==> src/rtl/riscv_pkg.sv <==
// Shared types for the core's memory-side blocks:
// arbiter state/owner encodings and access-size codes.
package riscv_pkg;

  typedef enum logic {
    IDLE,
    BUSY
  } arb_state_t;

  typedef enum logic [1:0] {
    OWN_NONE,
    OWN_IF,
    OWN_D
  } arb_owner_t;

  localparam logic [1:0] SZ_BYTE = 2'b00;
  localparam logic [1:0] SZ_HALF = 2'b01;
  localparam logic [1:0] SZ_WORD = 2'b10;

endpackage

==> src/rtl/mem_arbiter.sv <==
// Fetch / load-store arbiter in front of one fixed-latency memory port.
// One access in flight; data has priority, bounded by a starvation guard.
module mem_arbiter
  import riscv_pkg::*;
#(
  parameter int LAT        = 2,
  parameter int STARVE_MAX = 4,
  parameter int AW         = 32
) (
  input  logic          clk,
  input  logic          rst,
  input  logic          if_req_i,
  input  logic [AW-1:0] if_addr_i,
  output logic          if_gnt_o,
  output logic          if_rvalid_o,
  output logic [31:0]   if_rdata_o,
  input  logic          d_req_i,
  input  logic          d_we_i,
  input  logic [1:0]    d_size_i,
  input  logic [AW-1:0] d_addr_i,
  input  logic [31:0]   d_wdata_i,
  output logic          d_gnt_o,
  output logic          d_rvalid_o,
  output logic [31:0]   d_rdata_o,
  output logic          m_req_o,
  output logic          m_we_o,
  output logic [1:0]    m_size_o,
  output logic [AW-1:0] m_addr_o,
  output logic [31:0]   m_wdata_o,
  input  logic [31:0]   m_rdata_i
);

  localparam int LW = 3;
  localparam int SW = (STARVE_MAX < 2) ? 1
                    : $clog2(STARVE_MAX + 1);

  arb_state_t state_q, state_d;
  arb_owner_t owner_q, owner_d;
  logic [LW-1:0] lat_q, lat_d;
  logic [SW-1:0] starve_q, starve_d;
  logic          st_we_q, st_we_d;

  logic done;
  logic can_gnt;
  logic starved;
  logic gnt_if;
  logic gnt_d;

  // Priority pick: data first unless fetch has waited STARVE_MAX grants.
  // Reset blanks every grant so nothing launches while rst is high.
  always_comb begin
    done    = (state_q == BUSY) && (lat_q == '0);
    can_gnt = !rst && ((state_q == IDLE) || done);
    starved = (starve_q == SW'(STARVE_MAX));
    gnt_if  = can_gnt && if_req_i && (!d_req_i || starved);
    gnt_d   = can_gnt && d_req_i && !gnt_if;
  end

  // State register plus the owner/latency/starvation bookkeeping.
  always_ff @(posedge clk) begin
    if (rst) begin
      state_q  <= IDLE;
      owner_q  <= OWN_NONE;
      lat_q    <= '0;
      starve_q <= '0;
      st_we_q  <= 1'b0;
    end else begin
      state_q  <= state_d;
      owner_q  <= owner_d;
      lat_q    <= lat_d;
      starve_q <= starve_d;
      st_we_q  <= st_we_d;
    end
  end

  // Next state: a grant (re)arms the countdown, else count down or idle.
  always_comb begin
    state_d  = state_q;
    owner_d  = owner_q;
    lat_d    = lat_q;
    starve_d = starve_q;
    st_we_d  = st_we_q;
    if (gnt_if || gnt_d) begin
      state_d = BUSY;
      lat_d   = LW'(LAT - 1);
      owner_d = gnt_if ? OWN_IF : OWN_D;
      st_we_d = gnt_d && d_we_i;
      if (gnt_d && if_req_i)
        starve_d = starved ? starve_q
                           : starve_q + SW'(1);
      else
        starve_d = '0;
    end else if (done) begin
      state_d = IDLE;
      owner_d = OWN_NONE;
      st_we_d = 1'b0;
    end else if (state_q == BUSY) begin
      lat_d = lat_q - LW'(1);
    end
  end

  // Outputs: launch the winner, return the completing access to its owner.
  always_comb begin
    if_gnt_o    = 1'b0;
    d_gnt_o     = 1'b0;
    m_req_o     = 1'b0;
    m_we_o      = 1'b0;
    m_size_o    = 2'b00;
    m_addr_o    = '0;
    m_wdata_o   = '0;
    if_rvalid_o = 1'b0;
    if_rdata_o  = '0;
    d_rvalid_o  = 1'b0;
    d_rdata_o   = '0;
    if (gnt_if) begin
      if_gnt_o = 1'b1;
      m_req_o  = 1'b1;
      m_size_o = SZ_WORD;
      m_addr_o = if_addr_i;
    end else if (gnt_d) begin
      d_gnt_o   = 1'b1;
      m_req_o   = 1'b1;
      m_we_o    = d_we_i;
      m_size_o  = d_size_i;
      m_addr_o  = d_addr_i;
      m_wdata_o = d_wdata_i;
    end
    if (done && !rst) begin
      if (owner_q == OWN_IF) begin
        if_rvalid_o = 1'b1;
        if_rdata_o  = m_rdata_i;
      end else if (owner_q == OWN_D) begin
        d_rvalid_o = 1'b1;
        d_rdata_o  = st_we_q ? 32'h0 : m_rdata_i;
      end
    end
  end

endmodule

==> config.mk <==
export PLATFORM = sky130hd
export DESIGN_NAME = mem_arbiter
export DESIGN_NICKNAME = d
export VERILOG_FILES = /design/src/rtl/riscv_pkg.sv /design/src/rtl/mem_arbiter.sv
export SDC_FILE = /design/constraint.sdc
export NUM_CORES = 1
export LEC_CHECK = 0
export CAP_MARGIN = 20
export CORE_AREA = 5 5 101 103
export DETAILED_ROUTE_END_ITERATION = 12
export DIE_AREA = 0 0 106 108
export PLACE_DENSITY = 0.78
export SYNTH_ARGS = -nofsm -noshare
export SYNTH_HDL_FRONTEND = slang
export SYNTH_SLANG_ARGS = --single-unit
==> constraint.sdc <==
create_clock -name clk -period 2.8 [get_ports clk]
set_input_delay 0.56 -clock clk [delete_from_list [all_inputs] [get_ports clk]]
set_output_delay 0.56 -clock clk [all_outputs]
set_load 0.05 [all_outputs]
======== Word level (Yosys, flattened, before mapping) ========
Cells that the tools add are included.
word-level totals
  register bits ........................... 10
  output and inout port bits .............. 136
  word-level logic and storage cells ...... 71
cells by class
  add/sub/neg operators ................... 2
  equality and inequality tests ........... 5
  multiplexer cells ....................... 34
  bitwise logic cells ..................... 2
  reductions and logical operators ........ 22
operators with widths
  kind                                                                      count
  32-bit 2-to-1 mux                                                         10
  1-bit 2-to-1 mux                                                          17
  2-bit 2-to-1 mux                                                          5
  1-bit logical AND                                                         9
  3-bit 2-to-1 mux                                                          2
  2-bit AND reduction                                                       3
  2-bit nonzero test                                                        2
  3-bit by 1-bit adder with 3-bit output (second input constant)            1
  3-bit == test (second input constant)                                     1
  1-bit zero test                                                           3
  3-bit zero test                                                           1
  1-bit logical OR                                                          3
  3-bit by 1-bit subtractor with 3-bit output (second input constant)       1
  2-bit by 1-bit == test with 1-bit output (second input constant)          1
  2-bit == test (second input constant)                                     1
  2-bit by 1-bit inequality test with 1-bit output (second input constant)  1
  2-bit inequality test (second input constant)                             1
  1-bit NOT                                                                 2
  2-bit OR reduction                                                        1

======== Logic depth before layout (Yosys ltp) ========
Gate-level depths: netlist (run 1).
  word-level depth ........................ 11
  depth in mapped cells ................... 9
  gate-level depth less buffers ........... 6

======== Least setup slack after synthesis (run 1) ========
Ideal clock, no wire load.
  path type ............................... register to output
  start point ............................. register starve_q[0]
  end point ............................... output port m_addr_o[10]
  arrival ................................. 2.125 ns
  data required time ...................... 2.240 ns
  setup slack ............................. 0.115 ns
  cell stages (with the launch flop) ...... 8
  path buffers ............................ 1
  cells stage by stage .................... dfxtp_1 > inv_1 > ha_1 > a21bo_2 > nand2_1 > clkbuf_1 > nand3_1 > a21oi_1
between the ends
  longest elaborated chain between the ends .. 7
RTL lines
  item                    RTL line            source
  start, declared         mem_arbiter.sv:40   logic [SW-1:0] starve_q, starve_d;
  start signal, assigned  mem_arbiter.sv:71   starve_q <= starve_d;
  3-bit == test *         mem_arbiter.sv:54   starved = (starve_q == SW'(STARVE_MAX));
  1-bit logical OR *      mem_arbiter.sv:55   gnt_if = can_gnt && if_req_i && (!d_req_i || starved);
  1-bit logical AND *     mem_arbiter.sv:55
  1-bit zero test         mem_arbiter.sv:56   gnt_d = can_gnt && d_req_i && !gnt_if;
  1-bit logical AND       mem_arbiter.sv:56
  32-bit 2-to-1 mux       mem_arbiter.sv:120  end else if (gnt_d) begin
  32-bit 2-to-1 mux *     mem_arbiter.sv:115  if (gnt_if) begin
  end, declared           mem_arbiter.sv:28   output logic [AW-1:0] m_addr_o,
Mark *: on every way between the ends. The rest lies on a longest branch, timed or not.

======== Worst setup path in the final report (run 1) ========
  start point ............................. register starve_q[0]
  end point ............................... output port m_wdata_o[7]
between the ends
  longest elaborated chain between the ends .. 7
RTL lines
  item                 RTL line            source
  3-bit == test *      mem_arbiter.sv:54
  1-bit logical OR *   mem_arbiter.sv:55
  1-bit logical AND *  mem_arbiter.sv:55
  1-bit zero test      mem_arbiter.sv:56
  1-bit logical AND    mem_arbiter.sv:56
  32-bit 2-to-1 mux    mem_arbiter.sv:120
  32-bit 2-to-1 mux *  mem_arbiter.sv:115
  end, declared        mem_arbiter.sv:29   output logic [31:0] m_wdata_o,
Marked as above.

==> metrics.md, run 1 <==
| Metric | Value |
|---|---|
| Hold Crit Class | reg2reg |
| Critical Path Most Common Cell | and2_4 |
| Fin area | 6170 µm² |
| Largest net degree at the start of global routing | 35 |
| Area of the multi-input gates | roughly 1500 µm² |
| Leakage | between 2 and 3 nW |
| CP Launch Type | flip-flop |
| Die width | between 100 and 150 µm |
| Final min period | approximately 2700 ps |
| CP arrival | 2120 ps |
| Final hold violation count | 0 |
| Final Util | 0.677 |
| CP Max Fanout | 12 |
| Htree depth | 1 |
| Fraction of registers with async set/reset | 0 |
| Gr usage total | 0.179 |
| Pre-Repair DR Iteration Count | 4 |
| RSZ-0062 raised after global routing | false |
| Fin cells | 660 |
| Slowest cell on the critical path | dfxtp_1 |
| Slew @ Worst Pin | roughly 400 ps |
| VDD IR max | roughly 0.17 mV |
| CP Class | reg2out |
| Setup Skew | roughly 5.9 ps |
| WP data required | about 2200 ps |
| Slew HR | 0.738 |
| Ant diodes | 0 |
| Cell variety after synth | 29 |
| DRT Wirelength | roughly 11000 µm |
| Fmax | roughly 370 MHz |
| Number of synthesis warnings | 0 |
| Row cnt | 35 |
| Cell Area, Placed | between 5000 and 6000 µm² |
| # IOs | approximately 270 |
| Number of max-cap violations | 0 |
| Syn nets | approximately 420 |
| P per Cell Area | ~190 nW/µm² |
| CTS tree | done |
| Drt drc | 0 |
| Fraction of layout cells with a size suffix above 1 | 0.364 |
| CTS max path bufs | 2 |
| CTS sink cnt | 10 |
| Cell Area, Synth | around 1700 µm² |
| Starting Density | 0.189 |
| Global route overflow | 0 |
| Mean Syn Cell Area | about 6 µm² |
| Drt wl/cell | roughly 17 µm |
| Synth-to-Final Area Change | 258% |
| Initial antenna violation count | 0 |
| Seq cells post-synth | 10 |
| Core area | approximately 9000 µm² |
| Register Area | 200 µm² |
| Vias per cell | roughly 4.5 |
| Clock root buffer | clkbuf_8 |
| # setup viols final | 0 |
| Vias in the first global route | between 3000 and 4000 |
| Max incr delay on CP | between 300 and 400 ps |
| Chip Height | between 100 and 150 µm |
| GRT met1 Usage | 0.171 |
| Max Slew Vio Count | 0 |
| Cells after DPL | about 650 |
| Cells after synthesis | approximately 280 |
| Antenna-violating nets left | 0 |
| Predominant post-synthesis flop cell | dfxtp_1 |
| Post-synth EDFFs | 0 |
| Post-DP HPWL | roughly 9400 µm |
| CP cell instances | inv_1 -> ha_1 -> a21bo_2 -> and2_4 -> nor3b_4 -> buf_6 -> buf_8 -> and2_4 -> buf_12 |
| DR vias | 2987 |
| GR peak layer | met2 |
| Nets | between 600 and 700 |
| Crit. End Element | primary output |
| Commonest non-fill, non-tap cell in the layout | buf_12 |
| Die area | between 10000 and 15000 µm² |
| Clock transition at path regs | ~50 ps |
| Crit path max-delay family | simple AND/OR/NAND/NOR gates |
| TNS Setup | 0 ps |
| Hold-fix buffers, CTS | 0 |
| Global-route wire length before repair | 16200 µm |
| M2 GR Usage | 0.378 |
| Clk_lat worst skew | approximately 240 ps |
| Commonest non-fill, non-tap cells in the layout | 138 x buf_12, 133 x clkdlybuf4s50_1, 65 x and2_1 |
| Register area share after synthesis | 0.116 |
| GP Congestion | between 0.8 and 0.9 |
| Final cycle utilization of the critical path | 0.959 |
| DRT iter0 DRCs | between 50 and 60 |
| Run status | finished, final reports clean |
| Fill count | 667 |
| Input/output buffers | 270 |
| Grt met3 use | 0.0370 |
| Num CTS Buffers | 3 |
| Crit path buffers/inverters | 4 |
-- cell type report --
class | count | share of cell area
flip-flops and latches | 10 | 0.0325
inverters | 5 | 0.00304
repair buffers | 290 | 0.692
multi-input cells | 241 | 0.243
well taps | 111 | 0.0225
clock buffers | 3 | 0.00670
-- logic make-up after synthesis --
| family | count (synthesis) | share of synthesized area |
|---|---|---|
| AND/OR/NAND/NOR | 188 | 0.608 |
| XOR/XNOR | 1 | 0.00509 |
| flip-flops | 10 | 0.116 |
| buffers and inverters | 31 | 0.0778 |
| adder cells (fa/ha/maj) | 4 | 0.0291 |
| AO/OA/AOI/OAI | 48 | 0.164 |
-- sequential cells by signal (all words and copies together), names as in the netlist --
register  flops
state_q       1
lat_q         3
st_we_q       1
owner_q       2
starve_q      3
-- worst reg2reg max path, stage by stage (launching register included) --
cell	delay, ps
dfxtp_1	340
inv_1	80
ha_1	220
a21bo_2	240
and2_4	180
nor3b_4	230
buf_6	140
buf_4	140
a32o_1	160
-- worst paths after layout --
path	from	end	slack [ps]	cells after the start
setup / recovery	starve_q[0]	m_wdata_o[7]	120	9
hold / removal	owner_q[0]	owner_q[0]	480	1
setup reg to reg	starve_q[0]	starve_q[1]	1000	8
hold reg to reg	owner_q[0]	owner_q[0]	480	1
-- where the power goes --
group,leakage [nW],internal (W),switching [W]
Sequential,0.0820,0.000150,0.00000708
Clock,0.0216,0.0000941,0.0000558
Combinational,2.40,0.000453,0.000392
Total,2.51,0.000697,0.000455
-- cells in the mapped netlist (all sizes together), types with 3 or more instances --
library cell / instances / area (µm²)
ha: 4 / 50.1
clkbuf: 17 / 63.8
nand2: 40 / 150
inv: 5 / 18.8
a21o: 3 / 22.5
dfxtp: 10 / 200
and2: 100 / 626
a21oi: 36 / 180
buf: 9 / 51.3
nor2: 4 / 15.0
nand3: 32 / 160
-- timing repair --
item / 4_1_cts / 5_1_grt
hold endpoints to repair: 0 / 0
gates resized for setup: 49 / 0
endpoints found under the setup margin: 37 / 0
setup buffers: 2 / 0
-- metrics by stage --
step / setup slack [ps] / power, W / hold slack, ps
after floorplan: 115 / 0.000483 / 432
final: 115 / 0.00115 / 479
after detailed placement: -94.9 / 0.000971 / 461
after global placement: 10.6 / 0.000957 / 455
after CTS: 113 / 0.00115 / 482
after global routing: 27.3 / 0.00120 / 497
-- metal layers --
metal	vias up	share of wire
met5	-	0
met4	0	0.021
met3	12	0.074
met1	1354	0.34
li1	1462	-
met2	159	0.57
(Power assumes the default switching activity.)
==> run 2, diff against run 1 <==
==> config.mk (replaced) <==
export PLATFORM = sky130hd
export DESIGN_NAME = mem_arbiter
export DESIGN_NICKNAME = d
export VERILOG_FILES = /design/src/rtl/riscv_pkg.sv /design/src/rtl/mem_arbiter.sv
export SDC_FILE = /design/constraint.sdc
export NUM_CORES = 1
export LEC_CHECK = 0
export CAP_MARGIN = 10
export CORE_AREA = 5 5 103 105
export DETAILED_ROUTE_END_ITERATION = 12
export DIE_AREA = 0 0 108 110
export PLACE_DENSITY = 0.75
export SYNTH_ARGS = -nofsm -noshare
export SYNTH_HDL_FRONTEND = slang
export SYNTH_SLANG_ARGS = --single-unit
==> constraint.sdc (replaced) <==
create_clock -name clk -period 3.22 [get_ports clk]
set_input_delay 0.644 -clock clk [delete_from_list [all_inputs] [get_ports clk]]
set_output_delay 0.644 -clock clk [all_outputs]
set_load 0.05 [all_outputs]
==> metrics.md, run 2 (synthesis results as in run 1) <==
| Metric | Value |
|---|---|
| Run status | finished, final reports clean (unchanged) |
| Leakage | 2.41 nW (was 2.51 nW) |
| Max Slew Vio Count | 0 (unchanged) |
| Clock transition at path regs | 50 ps (about the same) |
| P per Cell Area | 160 nW/µm² (was 187 nW/µm²) |
| Antenna-violating nets left | 0 (unchanged) |
| Fraction of layout cells with a size suffix above 1 | 0.293 (was 0.364) |
| Postcts setup bufs | 0 (was 2) |
| Final cycle utilization of the critical path | 0.953 |
| CTS tree | done (unchanged) |
| WHS Path Cells | 1 (unchanged) |
| Commonest non-fill, non-tap cell in the layout | buf_12 (unchanged) |
| Net switching power figure | 0.000381 W (was 0.000455 W) |
| Gr usage total | 0.154 (was 0.179) |
| Worst r2r dst | starve_q[1] (unchanged) |
| Clock Power Share | 0.132 (was 0.130) |
| Register Area | 200 µm² (unchanged) |
| Internal power | 0.000583 W (was 0.000697 W) |
| Vias in the first global route | 2920 (was 3085) |
| Row cnt | 36 (was 35) |
| CP Max Fanout | 25 (was 12) |
| Synth-to-Final Area Change | 249% (was 258%) |
| Power share of the combinational group | 0.726 (was 0.733) |
| Area of the multi-input gates | 1410 µm² (was 1500 µm²) |
| Final min period | slightly above 3000 ps |
| Htree depth | 1 (unchanged) |
| Global route overflow | 0 (unchanged) |
| Final Util | 0.629 (was 0.677) |
| CTS max path bufs | 2 (unchanged) |
| Num CTS Buffers | 3 (unchanged) |
| FF-to-FF path depth | 7 (was 8) |
| Hold Crit Class | reg2reg (unchanged) |
| Largest net degree at the start of global routing | 38 (was 35) |
| Vias per cell | 4.33 (was 4.53) |
| CP cell instances | clkdlybuf4s50_1 -> a21bo_2 -> and2_1 -> nor3b_4 -> buf_4 -> and2_1 -> buf_12 (was inv_1 -> ha_1 -> a21bo_2 -> and2_4 -> nor3b_4 -> buf_6 -> buf_8 -> and2_4 -> buf_12) |
| Cell Area, Placed | 5970 µm² (was 5960 µm²) |
| Slew HR | 0.732 (was 0.738) |
| Clock root buffer | clkbuf_8 (unchanged) |
| Drt wl/cell | 15.1 µm (was 16.8 µm) |
| Max incr delay on CP | 470 ps (was 340 ps) |
| Fmax | 326 MHz |
| Core area | 9550 µm² (was 9110 µm²) |
| Crit. End Element | primary output (unchanged) |
| CTS sink cnt | 10 (unchanged) |
| # IOs | 271 (unchanged) |
| Post-CTS sizing | 0 (was 49) |
| Regs by FF count | lat_q: 3 flops, starve_q: 3 flops, owner_q: 2 flops (unchanged) |
| Crit path buffers/inverters | 3 (was 4) |
| Number of max-cap violations | 0 (unchanged) |
| # setup viols final | 0 (unchanged) |
| Critical Path Most Common Cell | and2_1 (was and2_4) |
| Starting Density | 0.180 (was 0.189) |
| Drt drc | 0 (unchanged) |
| DRT Wirelength | 10200 µm (was 11100 µm) |
| CP Launch Type | primary input (was flip-flop) |
| CP arrival | 2420 ps (was 2120 ps) |
| DR vias | 2928 (was 2987) |
| Ant diodes | 0 (unchanged) |
| Chip Height | 110 µm (was 108 µm) |
| Crit path max-delay family | buffers and inverters (was simple AND/OR/NAND/NOR gates) |
| Initial antenna violation count | 0 (unchanged) |
| DRT iter0 DRCs | 96 (was 59) |
| Fin area | 6010 µm² (was 6170 µm²) |
| Setup Skew | 3.39 ps (was 5.86 ps) |
| Pre-Repair DR Iteration Count | 4 (unchanged) |
| Die width | 108 µm (was 106 µm) |
| TNS Setup | 0 ps (unchanged) |
| Hold-fix buffers, CTS | 0 (unchanged) |
| FF-to-FF setup slack | 1440 ps (was 1000 ps) |
| Nets | 684 (was 690) |
| Slowest cell on the critical path | clkdlybuf4s50_1 (was dfxtp_1) |
| Min-delay src | lat_q[0] (was owner_q[0]) |
| Final hold violation count | 0 (unchanged) |
| GP Congestion | 0.829 (was 0.803) |
| WP data required | 2580 ps (was 2240 ps) |
| Commonest non-fill, non-tap cells in the layout | 136 x buf_12, 134 x clkdlybuf4s50_1, 100 x and2_1 (was 138 x buf_12, 133 x clkdlybuf4s50_1, 65 x and2_1) |
| Input/output buffers | 270 (unchanged) |
| Fill count | 754 (was 667) |
| CP Class | in2out (was reg2out) |
| Slew @ Worst Pin | 401 ps (was 393 ps) |
| Worst hold endpoint | lat_q[0] (was owner_q[0]) |
| RSZ-0062 raised after global routing | false (unchanged) |
| Die area | 11900 µm² (was 11400 µm²) |
| Post-DP HPWL | 9050 µm (was 9420 µm) |
| Worst flop-to-flop path startpoint | starve_q[0] (unchanged) |
| Sequential share of power | 0.142 (was 0.137) |
| Switch share | 0.395 (about the same) |
| VDD IR max | 0.0976 mV (was 0.173 mV) |
| Global-route wire length before repair | 14500 µm (was 16200 µm) |
| Clk_lat worst skew | 230 ps (was 240 ps) |
==> run 2: how the worst max path moves through the flow <==
| stage | start | endpoint | slack [ps] | cells after the start |
|---|---|---|---|---|
| floorplan | d_req_i | m_addr_o[10] | 380 | 5 |
| global placement | d_req_i | m_wdata_o[21] | 220 | 7 |
| detailed placement | d_req_i | m_wdata_o[4] | 140 | 7 |
| CTS | d_req_i | m_wdata_o[4] | 140 | 7 |
| global route | d_req_i | m_wdata_o[5] | 30 | 7 |
| finish | d_req_i | m_wdata_o[4] | 150 | 7 |
==> run 2: through the flow <==
stage	hold slack (ps)	instances	power [W]	worst slack, ps
after floorplan	432	282	0.000420	379
after global placement	450	673	0.000833	215
after detailed placement	466	673	0.000843	144
after CTS	474	676	0.000974	141
after global routing	498	676	0.00101	29.5
final	473	676	0.000963	152
==> run 2: power groups by stage <==
stage	clock network [W]	logic (W)	registers [W]
6_report	0.000127	0.000700	0.000137
5_1_grt	0.000139	0.000732	0.000138
4_1_cts	0.000132	0.000705	0.000137
3_5_place_dp	0	0.000704	0.000139
3_3_place_gp	0	0.000694	0.000138
2_1_floorplan	0	0.000283	0.000137
==> run 2: final cells by class <==
cell class / instances / share of cell area
repair buffers: 284 / 0.694
multi-input cells: 241 / 0.235
flip-flops and latches: 10 / 0.0333
well taps: 133 / 0.0277
clock buffers: 3 / 0.00687
inverters: 5 / 0.00312
==> run 2: layer usage <==
layer,vias up,routed length (µm),global-route usage
met5,-,0,0
met4,0,204,0.0469
met3,13,979,0.0425
met2,155,5590,0.310
met1,1309,3460,0.151
li1,1451,-,-
==> run 3, diff against run 2 <==
--- a/config.mk
+++ b/config.mk
@@ -5,7 +5,6 @@
 export SDC_FILE = /design/constraint.sdc
 export NUM_CORES = 1
 export LEC_CHECK = 0
-export CAP_MARGIN = 10
 export CORE_AREA = 5 5 103 105
 export DETAILED_ROUTE_END_ITERATION = 12
 export DIE_AREA = 0 0 108 110
==> results of run 3 <==
No change in the layout: final DEF, timing and power equal those of run 2.
